**src/rtl/bus_arbiter_if.sv**
```systemverilog
// Bundle of the shared-memory arbiter's signals: two CPU-side masters
// (m0 = data port, m1 = instruction fetch), the single slave bus and the
// pipeline status lines.
// modport master : the arbiter's own view. It owns the slave bus and
//                  answers both CPU ports.
// modport slave  : the surrounding system's view (CPU ports plus memory).
interface bus_arbiter_if;
  // data port (MEM stage)
  logic        m0_req_i;
  logic        m0_we_i;
  logic [31:0] m0_addr_i;
  logic [31:0] m0_wdata_i;
  logic [3:0]  m0_sel_i;
  logic [31:0] m0_rdata_o;
  logic        m0_ack_o;
  // instruction fetch port (read-only)
  logic        m1_req_i;
  logic [31:0] m1_addr_i;
  logic [31:0] m1_rdata_o;
  logic        m1_ack_o;
  // shared memory bus
  logic        s_req_o;
  logic        s_we_o;
  logic [31:0] s_addr_o;
  logic [31:0] s_wdata_o;
  logic [3:0]  s_sel_o;
  logic [31:0] s_rdata_i;
  logic        s_ack_i;
  // status
  logic        hold_o;
  logic        err_o;

  modport master (
    input  m0_req_i, m0_we_i, m0_addr_i, m0_wdata_i, m0_sel_i,
    output m0_rdata_o, m0_ack_o,
    input  m1_req_i, m1_addr_i,
    output m1_rdata_o, m1_ack_o,
    output s_req_o, s_we_o, s_addr_o, s_wdata_o, s_sel_o,
    input  s_rdata_i, s_ack_i,
    output hold_o, err_o
  );

  modport slave (
    output m0_req_i, m0_we_i, m0_addr_i, m0_wdata_i, m0_sel_i,
    input  m0_rdata_o, m0_ack_o,
    output m1_req_i, m1_addr_i,
    input  m1_rdata_o, m1_ack_o,
    input  s_req_o, s_we_o, s_addr_o, s_wdata_o, s_sel_o,
    output s_rdata_i, s_ack_i,
    input  hold_o, err_o
  );
endinterface

```
**src/rtl/bus_arbiter.sv**
```systemverilog
// Two-master, one-slave bus arbiter for a small CPU: the data port (m0)
// and the instruction fetch port (m1) share one memory bus. Ties are
// broken against whichever master was granted last, and a master is never
// re-granted straight out of its own ack cycle, so two busy masters
// strictly alternate.
// Optional feature: define ARB_TIMEOUT_EN to abort a grant whose slave
// has not acked within TIMEOUT_CYCLES cycles (the master gets an ack with
// zero data and err_o pulses). Without it a grant waits forever.
// Reset (rst) is asynchronous and active-low.
module bus_arbiter #(
  parameter int TIMEOUT_CYCLES = 255
) (
  input  logic          clk,
  input  logic          rst,
  bus_arbiter_if.master bus
);

  typedef enum logic [1:0] {
    IDLE   = 2'd0,
    GNT_M0 = 2'd1,
    GNT_M1 = 2'd2
  } state_t;

  // last_grant encoding: 0 = m0 was granted last, 1 = m1 was granted last
  localparam logic LG_M0 = 1'b0;
  localparam logic LG_M1 = 1'b1;

  // The timeout counter is 8 bits wide; reject limits it cannot represent.
  if (TIMEOUT_CYCLES < 2 || TIMEOUT_CYCLES > 255) begin : g_bad_timeout
    $error("bus_arbiter: TIMEOUT_CYCLES must be within 2..255");
  end

  state_t state_reg, state_next;
  logic   last_grant_reg, last_grant_next;
  logic   granted_req;  // request line of the currently granted master
  logic   timeout;      // grant is being aborted this cycle
  logic   done;         // granted transfer finishes this cycle
  logic   m0_ack, m1_ack;

  assign granted_req = (state_reg == GNT_M0) ? bus.m0_req_i :
                       (state_reg == GNT_M1) ? bus.m1_req_i : 1'b0;

`ifdef ARB_TIMEOUT_EN
  localparam logic [7:0] TIMEOUT_LAST = 8'(TIMEOUT_CYCLES - 1);

  logic [7:0] count_reg;

  // Only a still-requesting master can time out; a dropped request is an abort.
  assign timeout = granted_req && !bus.s_ack_i && (count_reg == TIMEOUT_LAST);

  // Wait-cycle counter: zero on every new grant, counts unacked GNT cycles.
  always_ff @(posedge clk or negedge rst) begin
    if (!rst) begin
      count_reg <= 8'd0;
    end else if (state_reg == IDLE || state_next != state_reg) begin
      count_reg <= 8'd0;
    end else if (!bus.s_ack_i) begin
      count_reg <= count_reg + 8'd1;
    end
  end
`else
  assign timeout = 1'b0;
`endif

  assign done = bus.s_ack_i || timeout;

  // State and fairness registers; reset favours m0 on the first tie.
  always_ff @(posedge clk or negedge rst) begin
    if (!rst) begin
      state_reg      <= IDLE;
      last_grant_reg <= LG_M1;
    end else begin
      state_reg      <= state_next;
      last_grant_reg <= last_grant_next;
    end
  end

  // Next-state arbitration: fresh grants from IDLE, hand-over on completion,
  // fall back to IDLE when the granted master abandons its request.
  always_comb begin
    state_next      = state_reg;
    last_grant_next = last_grant_reg;
    case (state_reg)
      IDLE: begin
        if (bus.m0_req_i && (!bus.m1_req_i || last_grant_reg == LG_M1)) begin
          state_next      = GNT_M0;
          last_grant_next = LG_M0;
        end else if (bus.m1_req_i) begin
          state_next      = GNT_M1;
          last_grant_next = LG_M1;
        end
      end
      GNT_M0: begin
        if (done) begin
          if (bus.m1_req_i) begin
            state_next      = GNT_M1;
            last_grant_next = LG_M1;
          end else begin
            state_next = IDLE;
          end
        end else if (!bus.m0_req_i) begin
          state_next = IDLE;
        end
      end
      GNT_M1: begin
        if (done) begin
          if (bus.m0_req_i) begin
            state_next      = GNT_M0;
            last_grant_next = LG_M0;
          end else begin
            state_next = IDLE;
          end
        end else if (!bus.m1_req_i) begin
          state_next = IDLE;
        end
      end
      default: state_next = IDLE;
    endcase
  end

  // Bus steering: the granted master drives the slave bus, slave responses
  // route back only to it; fetches are full-word reads.
  always_comb begin
    bus.s_req_o    = 1'b0;
    bus.s_we_o     = 1'b0;
    bus.s_addr_o   = 32'd0;
    bus.s_wdata_o  = 32'd0;
    bus.s_sel_o    = 4'h0;
    bus.m0_rdata_o = 32'd0;
    bus.m1_rdata_o = 32'd0;
    m0_ack         = 1'b0;
    m1_ack         = 1'b0;
    case (state_reg)
      GNT_M0: begin
        bus.s_req_o    = bus.m0_req_i && !timeout;
        bus.s_we_o     = bus.m0_we_i;
        bus.s_addr_o   = bus.m0_addr_i;
        bus.s_wdata_o  = bus.m0_wdata_i;
        bus.s_sel_o    = bus.m0_sel_i;
        m0_ack         = done;
        bus.m0_rdata_o = timeout ? 32'd0 : bus.s_rdata_i;
      end
      GNT_M1: begin
        bus.s_req_o    = bus.m1_req_i && !timeout;
        bus.s_addr_o   = bus.m1_addr_i;
        bus.s_sel_o    = 4'hF;
        m1_ack         = done;
        bus.m1_rdata_o = timeout ? 32'd0 : bus.s_rdata_i;
      end
      default: ;
    endcase
  end

  assign bus.m0_ack_o = m0_ack;
  assign bus.m1_ack_o = m1_ack;
  assign bus.err_o    = timeout;
  assign bus.hold_o   = (bus.m0_req_i && !m0_ack) || (bus.m1_req_i && !m1_ack);

endmodule

```
**src/flat_wrapper.sv**
```systemverilog
// flat-port wrapper written by rule: the top's interface ports become plain ports
module bus_arbiter_flat 
#(
  parameter int TIMEOUT_CYCLES = 255
)
  (clk, rst, bus_m0_req_i, bus_m0_we_i, bus_m0_addr_i, bus_m0_wdata_i, bus_m0_sel_i, bus_m0_rdata_o, bus_m0_ack_o, bus_m1_req_i, bus_m1_addr_i, bus_m1_rdata_o, bus_m1_ack_o, bus_s_req_o, bus_s_we_o, bus_s_addr_o, bus_s_wdata_o, bus_s_sel_o, bus_s_rdata_i, bus_s_ack_i, bus_hold_o, bus_err_o);
  bus_arbiter_if bus_i ();
  input  logic clk;
  input  logic rst;
  input wire logic [$bits(bus_i.m0_req_i)-1:0] bus_m0_req_i;
  input wire logic [$bits(bus_i.m0_we_i)-1:0] bus_m0_we_i;
  input wire logic [$bits(bus_i.m0_addr_i)-1:0] bus_m0_addr_i;
  input wire logic [$bits(bus_i.m0_wdata_i)-1:0] bus_m0_wdata_i;
  input wire logic [$bits(bus_i.m0_sel_i)-1:0] bus_m0_sel_i;
  output wire logic [$bits(bus_i.m0_rdata_o)-1:0] bus_m0_rdata_o;
  output wire logic [$bits(bus_i.m0_ack_o)-1:0] bus_m0_ack_o;
  input wire logic [$bits(bus_i.m1_req_i)-1:0] bus_m1_req_i;
  input wire logic [$bits(bus_i.m1_addr_i)-1:0] bus_m1_addr_i;
  output wire logic [$bits(bus_i.m1_rdata_o)-1:0] bus_m1_rdata_o;
  output wire logic [$bits(bus_i.m1_ack_o)-1:0] bus_m1_ack_o;
  output wire logic [$bits(bus_i.s_req_o)-1:0] bus_s_req_o;
  output wire logic [$bits(bus_i.s_we_o)-1:0] bus_s_we_o;
  output wire logic [$bits(bus_i.s_addr_o)-1:0] bus_s_addr_o;
  output wire logic [$bits(bus_i.s_wdata_o)-1:0] bus_s_wdata_o;
  output wire logic [$bits(bus_i.s_sel_o)-1:0] bus_s_sel_o;
  input wire logic [$bits(bus_i.s_rdata_i)-1:0] bus_s_rdata_i;
  input wire logic [$bits(bus_i.s_ack_i)-1:0] bus_s_ack_i;
  output wire logic [$bits(bus_i.hold_o)-1:0] bus_hold_o;
  output wire logic [$bits(bus_i.err_o)-1:0] bus_err_o;
  assign bus_i.m0_req_i = bus_m0_req_i;
  assign bus_i.m0_we_i = bus_m0_we_i;
  assign bus_i.m0_addr_i = bus_m0_addr_i;
  assign bus_i.m0_wdata_i = bus_m0_wdata_i;
  assign bus_i.m0_sel_i = bus_m0_sel_i;
  assign bus_m0_rdata_o = bus_i.m0_rdata_o;
  assign bus_m0_ack_o = bus_i.m0_ack_o;
  assign bus_i.m1_req_i = bus_m1_req_i;
  assign bus_i.m1_addr_i = bus_m1_addr_i;
  assign bus_m1_rdata_o = bus_i.m1_rdata_o;
  assign bus_m1_ack_o = bus_i.m1_ack_o;
  assign bus_s_req_o = bus_i.s_req_o;
  assign bus_s_we_o = bus_i.s_we_o;
  assign bus_s_addr_o = bus_i.s_addr_o;
  assign bus_s_wdata_o = bus_i.s_wdata_o;
  assign bus_s_sel_o = bus_i.s_sel_o;
  assign bus_i.s_rdata_i = bus_s_rdata_i;
  assign bus_i.s_ack_i = bus_s_ack_i;
  assign bus_hold_o = bus_i.hold_o;
  assign bus_err_o = bus_i.err_o;
  bus_arbiter #(.TIMEOUT_CYCLES(TIMEOUT_CYCLES)) u_core (.clk(clk), .rst(rst), .bus(bus_i));
endmodule
```
**config.mk**
```make
export PLATFORM = sky130hd
export DESIGN_NAME = bus_arbiter_flat
export DESIGN_NICKNAME = d
export VERILOG_FILES = /design/src/rtl/bus_arbiter_if.sv /design/src/rtl/bus_arbiter.sv /design/src/flat_wrapper.sv
export SDC_FILE = /design/constraint.sdc
export NUM_CORES = 1
export LEC_CHECK = 0
export CORE_AREA = 2 2 107 109
export DETAILED_ROUTE_END_ITERATION = 16
export DIE_AREA = 0 0 109 111
export MAX_ROUTING_LAYER = met4
export SLEW_MARGIN = 25
export SYNTH_ARGS = -nofsm -noshare
export SYNTH_HDL_FRONTEND = slang
export SYNTH_SLANG_ARGS = --single-unit
```
**constraint.sdc**
```tcl
create_clock -name clk -period 2.4 [get_ports clk]
set_input_delay 0.48 -clock clk [delete_from_list [all_inputs] [get_ports clk]]
set_output_delay 0.48 -clock clk [all_outputs]
set_load 0.005 [all_outputs]
```
# After elaboration in Yosys (flattened, before gate mapping)
# Index checks and enable logic that the tools add are counted.
# word_totals
wordCells,46
in_bits,138
mem_count,0
rom_bits,0
ramBits,0
reg_bits,3
out_inout_bits,138
latch_bits,0
# op_classes
shift,0
multipliers,0
muxes,24
div,0
bitwise,0
n_reduce_logical,12
order_cmp,0
add_sub_neg,0
eq_ne,8
# ops
op,n
2-to-1 mux 32 bit,3
one-hot mux 32 bit (2 select lines),1
2-to-1 mux 2 bit,7
2-to-1 mux 1 bit,9
one-hot mux 4 bit (2 select lines),1
"!= test 2 bit, second input constant",3
"!= test 3 bit, second input constant",2
one-hot mux 2 bit (3 select lines),1
AND reduction 4 bit,1
logical AND 1 bit,3
zero test 1 bit,3
"!= test 3 x 2 -> 1 bit, second input constant",1
one-hot mux 1 bit (3 select lines),1
AND reduction 3 bit,1
nonzero test 3 bit,1
"== test 2 x 1 -> 1 bit, second input constant",1
"== test 2 bit, second input constant",1
zero test 2 bit,1
logical OR 1 bit,2
one-hot mux 1 bit (2 select lines),1

# Depth between registers and ports, before layout
# Gate-level depths: netlist of the first run.
# depth
word_depth,5
mapped_depth,6
mapped_depth_nobuf,6

# Worst setup path before layout of the first run
# No wires, ideal clock.
# synth_timing
path_kind,reg-to-output
from,reg u_core.state_reg[0]
to,out bus_m1_rdata_o[10]
slack_ns,0.649
arrival_ns,1.271
n_path_buf,2
required_ns,1.920
path_stages_with_launch,6
path_cell_list,dfrtp_1 > inv_1 > ha_1 > clkbuf_1 > clkbuf_1 > and2_1
# synth_between
elab_chain_len,2
# synth_lines
element,line,rtl
start: declaration,bus_arbiter.sv:33,"state_t state_reg, state_next;"
start signal: assignment,bus_arbiter.sv:73,state_reg <= state_next;
== test 2 bit,--,
2-to-1 mux 32 bit,bus_arbiter.sv:133,case (state_reg)
end: declaration,flat_wrapper.sv:19,output wire logic [$bits(bus_i.m1_rdata_o)-1:0] bus_m1_rdata_o;
# No other way between the ends.

# Worst setup path in the final report of the first run
# layout_timing
from,reg u_core.state_reg[1]
to,out bus_s_addr_o[5]
# layout_between
elab_chain_len,2
elab_cells_between_ends,3
classes_between,eq/ne (2); mux (1)
# layout_lines
element,line,rtl
== test 2 bit or == test 2 x 1 -> 1 bit (tied branches),--,
one-hot mux 32 bit (2 select lines) *,bus_arbiter.sv:133,
end: declaration,flat_wrapper.sv:23,output wire logic [$bits(bus_i.s_addr_o)-1:0] bus_s_addr_o;
# Every way passes the cells marked *; elsewhere a longest branch is shown, timed or not.

==> results of run 1 <==
[Yosys cell counts]
| library cell | number |
|---|---|
| buf_6 | 1 |
| conb_1 | 1 |
| buf_4 | 1 |
| a221oi_2 | 1 |
| mux2i_1 | 3 |
| buf_2 | 5 |
| nor2b_1 | 37 |
| dfstp_2 | 1 |
| a21oi_1 | 7 |
| clkbuf_1 | 16 |
| a22o_1 | 2 |
| nand2b_1 | 2 |
| buf_1 | 1 |
| and2_1 | 99 |
| ha_1 | 6 |
| a31oi_1 | 1 |
| a32o_1 | 1 |
| inv_1 | 6 |
| dfrtp_1 | 2 |
| o22ai_1 | 1 |
| nand2_1 | 2 |
| nand3_1 | 1 |
| a22oi_1 | 33 |
[where the power goes]
part           total [W]  leakage [nW]  internal (W)  switching [W]
clock network   0.000264        0.0382      0.000219      0.0000449
logic            0.00359          2.62       0.00222        0.00137
registers       0.000102        0.0360     0.0000833      0.0000189
[worst reg2reg max path: cells and delay by family, from the launching register on]
family | cells | cell delay (ps)
mux | 1 | 140
buf+inv | 2 | 320
fa+ha+maj | 1 | 180
flops | 1 | 400
compound gates | 2 | 460
[routing by layer]
layer  wire length (um)  GRT usage (%)  vias up
met1               3440           14.7     1193
met3               1020           3.00        9
li1                   -              -     1314
met4                119           3.42        0
met2               4900           26.6      154
met5                  0              -        -
[timing repair]
item                       CTS  global route
resized for setup           12            59
setup buffers                3             5
pin swaps                    0             1
cloned                       3             2
setup endpoints to repair  103            78
[layout make-up]
class | count | share of cell area (%)
inverter | 6 | 0.459
sequential | 3 | 1.56
clock buffer | 4 | 1.61
tap | 143 | 3.65
multi-input combinational | 197 | 27.9
timing repair buffer | 296 | 64.8
[through the flow]
| step | power, W | instance area (sq um) | cells | worst slack (ps) | setup TNS, ps |
|---|---|---|---|---|---|
| CTS | 0.00394 | 4670 | 642 | 2.20 | 0 |
| floorplan | 0.00151 | 1530 | 230 | 649 | 0 |
| finish | 0.00395 | 4900 | 649 | 36.4 | 0 |
| global route | 0.00427 | 4900 | 649 | -29.6 | -203 |
| global placement | 0.00333 | 4460 | 632 | -0.0528 | -0.0528 |
| detailed placement | 0.00338 | 4460 | 632 | -16.2 | -16.2 |
[worst max-delay path by stage]
stage | start | slack [ps] | cells after the start | end
after floorplan | u_core.state_reg[0] | 650 | 5 | bus_m1_rdata_o[10]
after global placement | bus_m0_req_i | -0.05 | 4 | bus_hold_o
after detailed placement | bus_m0_req_i | -20 | 4 | bus_hold_o
after CTS | u_core.state_reg[0] | 2 | 6 | bus_s_addr_o[25]
after global routing | u_core.state_reg[1] | -30 | 6 | bus_s_addr_o[30]
final | u_core.state_reg[1] | 40 | 6 | bus_s_addr_o[5]
[cell families after synthesis]
group	after synthesis	synth area share, %
multiplexers	3	1.96
adder cells (fa/ha/maj)	6	4.91
buffers and inverters	30	8.51
AO/OA/AOI/OAI	46	22.1
flip-flops	3	4.99
other	1	0.245
AND/OR/NAND/NOR	141	57.3
==> impl_metrics.py, run 1 <==
metrics = {
    "run_status": {
        "outcome": "finished, final reports clean",
    },
    "drt": {
        "ant_nets": 0,
        "drt_iter0_drc": 104,
        "drt-wirelength-per-cell_um": 14.6,
        "vias": 2670,
        "dr.pass1.iters": 4,
        "finalWirelength_um": 9480,
        "vias_per_cell": 4.11,
        "drc": 0,
    },
    "placed_design": {
        "io_buffers": 274,
        "dp_hpwl_um": 7130,
        "routabilityCongestion": 0.800,
    },
    "grt": {
        "grtUsageTotal_pct": 14.2,
        "grt_max_degree": 45,
        "grt_overflow": 0,
        "grt_pass1_wl_um": 13400,
        "grt_pass1_vias": 2710,
        "antenna_found_initial": 0,
    },
    "synth": {
        "synth-seq-cells": 3,
        "ys_warn_count": 0,
        "synth_top_area_share_pct": 40.5,
        "syn_inst": 230,
        "yosys.area.top_type": "and2_1",
        "avgSynthCellArea_sq_um": 6.65,
        "synth_nets": 374,
        "synthDistinctLibCells": 23,
        "synthTopCellsByArea": "and2_1 (41%), a22oi_1 (16%), nor2b_1 (15%)",
        "ys_seq_area_share_pct": 4.99,
        "synth_area_sq_um": 1530,
    },
    "floorplan": {
        "fp.dieH_um": 111,
        "ios": 276,
        "initial_core_util_pct": 13.8,
        "die-area_sq_um": 12100,
        "coreArea_sq_um": 11100,
        "row_count": 39,
        "die_x_um": 109,
    },
    "timing": {
        "whs_ps": 439,
        "fmax_mhz": 423,
        "finalMaxSlewViolations": 0,
        "post-route-min-period_ps": 2360,
        "fin_crit_sh_pct": 98.5,
        "hold_viol_final": 0,
        "rsz0062_at_grt": "yes",
        "setup_viol_count_final": 0,
        "skew_ps": 0.850,
    },
    "final_layout": {
        "mostFrequentLayoutCell": "clkdlybuf4s50_1",
        "antenna_cells": 0,
        "largest_register_ffs": 2,
        "drive_gt1_share_pct": 6.72,
        "final_net_count": 651,
        "area_delta_synth_final_pct": 221,
        "fin_util_pct": 44.3,
        "multi_input_area_sq_um": 1370,
        "final_cell_mix": "clkdlybuf4s50_1 (216), and2_1 (99), dlymetal6s2s_1 (54), nor2b_1 (37), a22oi_1 (32)",
        "final-seq-area_sq_um": 76.3,
        "fillCellCount": 1102,
    },
    "clock_network": {
        "clkSinkCount": 3,
        "cts.clk_slew.worst_paths_ps": 30,
        "clock_latency_ps": 220,
        "htreeDepth": 1,
        "numCtsBuffers": 3,
        "clk_path_buf_depth": 2,
        "tritoncts": "yes",
        "holdBufCountCts": 0,
        "cts-root-buf": "clkbuf_16",
    },
    "setup_path": {
        "timing.rr.end": "u_core.state_reg[1]",
        "critPathLaunchType": "flop",
        "cp_num_buf_inv": 3,
        "timing.rr.start": "u_core.state_reg[1]",
        "crit_slowest_cell": "clkdlybuf4s50_1",
        "crit_arrival_ps": 1880,
        "worstSetupPathType": "flop to output port",
        "cp_max_fo": 12,
        "cp.required_ps": 1920,
        "r2r_cells": 6,
        "critPathTopFamily": "buffers and inverters",
        "reg2reg_slack_ps": 780,
        "crit_path_max_incr_delay_ps": 510,
        "endpoint_kind": "output port",
        "path_cells": "inv_2 -> ha_4 -> buf_12 -> a22oi_1 -> nor2b_1 -> clkdlybuf4s50_1",
    },
    "min_path": {
        "hold_class": "input port to asynchronous set/reset pin",
    },
    "pwr": {
        "power_density_nw_per_um2": 807,
        "ir_drop_v": 0.000392,
        "p_leak_nw": 2.69,
    },
    "job": {
        "cap_viol_max_count": 0,
    },
}
Note: power is estimated with default switching activity, not from simulation.
==> run 2, diff against run 1 <==
--- a/config.mk
+++ b/config.mk
@@ -5,9 +5,9 @@
 export SDC_FILE = /design/constraint.sdc
 export NUM_CORES = 1
 export LEC_CHECK = 0
-export CORE_AREA = 2 2 107 109
+export CORE_AREA = 2 2 108 110
 export DETAILED_ROUTE_END_ITERATION = 16
-export DIE_AREA = 0 0 109 111
+export DIE_AREA = 0 0 110 112
 export MAX_ROUTING_LAYER = met4
 export SLEW_MARGIN = 25
 export SYNTH_ARGS = -nofsm -noshare
==> constraint.sdc (replaced) <==
create_clock -name clk -period 2.22 [get_ports clk]
set_input_delay 0.444 -clock clk [delete_from_list [all_inputs] [get_ports clk]]
set_output_delay 0.444 -clock clk [all_outputs]
set_load 0.005 [all_outputs]
==> run 2 against run 1 <==
Net effect:
- flip-flop and latch count is the same
- wire length grew 18%
- clock power grew 8.3%
- count of clock-buffer cells in the layout is the same
- sequential power grew 21%
- largest cell class unchanged
- largest power group unchanged
==> impl_metrics.py, run 2 (same netlist as run 1, synthesis figures left out) <==
metrics = {
    "timing": {
        "fmax_mhz": 452,
        "setup_ws_ps": 8.55,
        "hold_viol_final": 0,
        "finalMaxSlewViolations": 0,
        "skew_ps": 0.0547,
        "fin_crit_sh_pct": 99.6,
        "rsz0062_at_grt": "yes",
        "setup_viol_count_final": 0,
        "finalSetupTns_ps": 0,
        "post-route-min-period_ps": 2210,
    },
    "final_layout": {
        "fin_util_pct": 47.1,
        "final_net_count": 677,
        "mostFrequentLayoutCell": "clkdlybuf4s50_1",
        "largest_register_ffs": 2,
        "finalNonFillerCells": 676,
        "drive_gt1_share_pct": 16.5,
        "area_delta_synth_final_pct": 245,
        "final_cell_mix": "clkdlybuf4s50_1 (145), and2_1 (99), dlygate4sd2_1 (77), nor2b_1 (37), dlymetal6s2s_1 (37)",
    },
    "placed_design": {
        "io_buffers": 274,
        "dp.cells": 639,
        "place_ws_ps": -30.0,
        "routabilityCongestion": 0.769,
        "dp_hpwl_um": 7230,
    },
    "floorplan": {
        "ios": 276,
        "die-area_sq_um": 12300,
        "coreArea_sq_um": 11200,
        "initial_core_util_pct": 13.7,
        "fp.dieH_um": 112,
        "row_count": 39,
        "die_x_um": 110,
    },
    "clock_network": {
        "clkSinkCount": 3,
        "clock_latency_ps": 220,
        "cts.clk_slew.worst_paths_ps": 30,
        "numCtsBuffers": 3,
        "tritoncts": "yes",
        "cts-root-buf": "clkbuf_16",
        "htreeDepth": 1,
        "holdBufCountCts": 0,
        "clk_path_buf_depth": 2,
    },
    "pwr": {
        "power_density_nw_per_um2": 951,
        "ir_drop_v": 0.000613,
        "p_leak_nw": 2.93,
    },
    "grt": {
        "grt_max_degree": 27,
        "grt_pass1_vias": 2919,
        "grtUsageTotal_pct": 16.4,
        "antenna_found_initial": 2,
        "grt_overflow": 0,
        "grt_pass1_wl_um": 15300,
    },
    "setup_path": {
        "r2r_cells": 8,
        "timing.rr.start": "u_core.state_reg[1]",
        "critPathLaunchType": "flop",
        "crit_path_max_incr_delay_ps": 450,
        "endpoint_kind": "output port",
        "cp_max_fo": 16,
        "crit_slowest_cell": "dfrtp_2",
        "timing.rr.end": "u_core.last_grant_reg",
        "startpoint": "u_core.state_reg[0]",
        "crit_arrival_ps": 1770,
        "reg2reg_slack_ps": 500,
        "cp.required_ps": 1780,
        "path_cells": "ha_4 -> buf_8 -> buf_4 -> buf_12 -> a22oi_1 -> nor2b_1 -> dlygate4sd2_1",
        "worstSetupPathType": "flop to output port",
    },
    "drt": {
        "drt-wirelength-per-cell_um": 16.6,
        "finalWirelength_um": 11200,
        "vias": 2881,
        "ant_nets": 0,
        "drc": 0,
        "drt_iter0_drc": 61,
        "vias_per_cell": 4.26,
        "dr.pass1.iters": 4,
    },
    "job": {
        "cap_viol_max_count": 0,
    },
    "run_status": {
        "outcome": "finished, final reports clean",
    },
    "min_path": {
        "hold_class": "input port to asynchronous set/reset pin",
    },
}
## run 2: final cells by class
class,count,area (sq um)
fill,1090,5910
timing repair buffer,322,3420
multi-input combinational,197,1490
tap,143,179
clock buffer,4,78.8
sequential,3,77.6
inverter,6,25.0
antenna,1,2.50
## run 2: repair_timing
item / 4_1_cts / 5_1_grt
buffers inserted: 10 / 10
pin swaps: 3 / 4
gates cloned: 9 / 4
setup endpoints to repair: 136 / 59
gates resized for setup: 123 / 75
## run 2: critical path, delay by kind of cell, from the launching register on
kind                     cells  cell delay (ps)
buffers and inverters        4              680
adder cells (fa/ha/maj)      1              200
flip-flops                   1              450
AO/OA/AOI/OAI                1              160
AND/OR/NAND/NOR              1               60
## run 2: stage by stage
stage          hold slack [ps]  area (sq um)  power [W]
2_1_floorplan              148          1530    0.00163
3_3_place_gp               524          4530    0.00372
3_5_place_dp               534          4530    0.00371
4_1_cts                    409          4940    0.00472
5_1_grt                    412          5270    0.00536
6_report                   406          5270    0.00501
## run 2: metal layers
| metal | vias to the layer above | wire [um] | GRT usage [%] | part of all wire, % |
|---|---|---|---|---|
| met5 | - | 0 | - | 0 |
| met1 | 1320 | 4480 | 20.4 | 40 |
| met2 | 185 | 5370 | 27.4 | 48 |
| met4 | 0 | 170 | 3.88 | 1.5 |
| li1 | 1366 | - | - | - |
| met3 | 10 | 1170 | 2.69 | 10 |
## run 2: worst max path at each step
stage	end	slack (ps)	depth (start not counted)
2_1_floorplan	bus_m1_rdata_o[10]	510	5
3_3_place_gp	bus_hold_o	-50	4
3_5_place_dp	bus_hold_o	-30	4
4_1_cts	bus_s_addr_o[11]	-130	8
5_1_grt	bus_s_sel_o[2]	-40	7
6_report	bus_s_addr_o[30]	9	7
## run 2: power by group
group	total, W	switching [W]	internal (W)
sequential	0.000123	0.0000313	0.0000919
clock	0.000286	0.0000490	0.000237
combinational	0.00460	0.00177	0.00283
total	0.00501	0.00185	0.00316
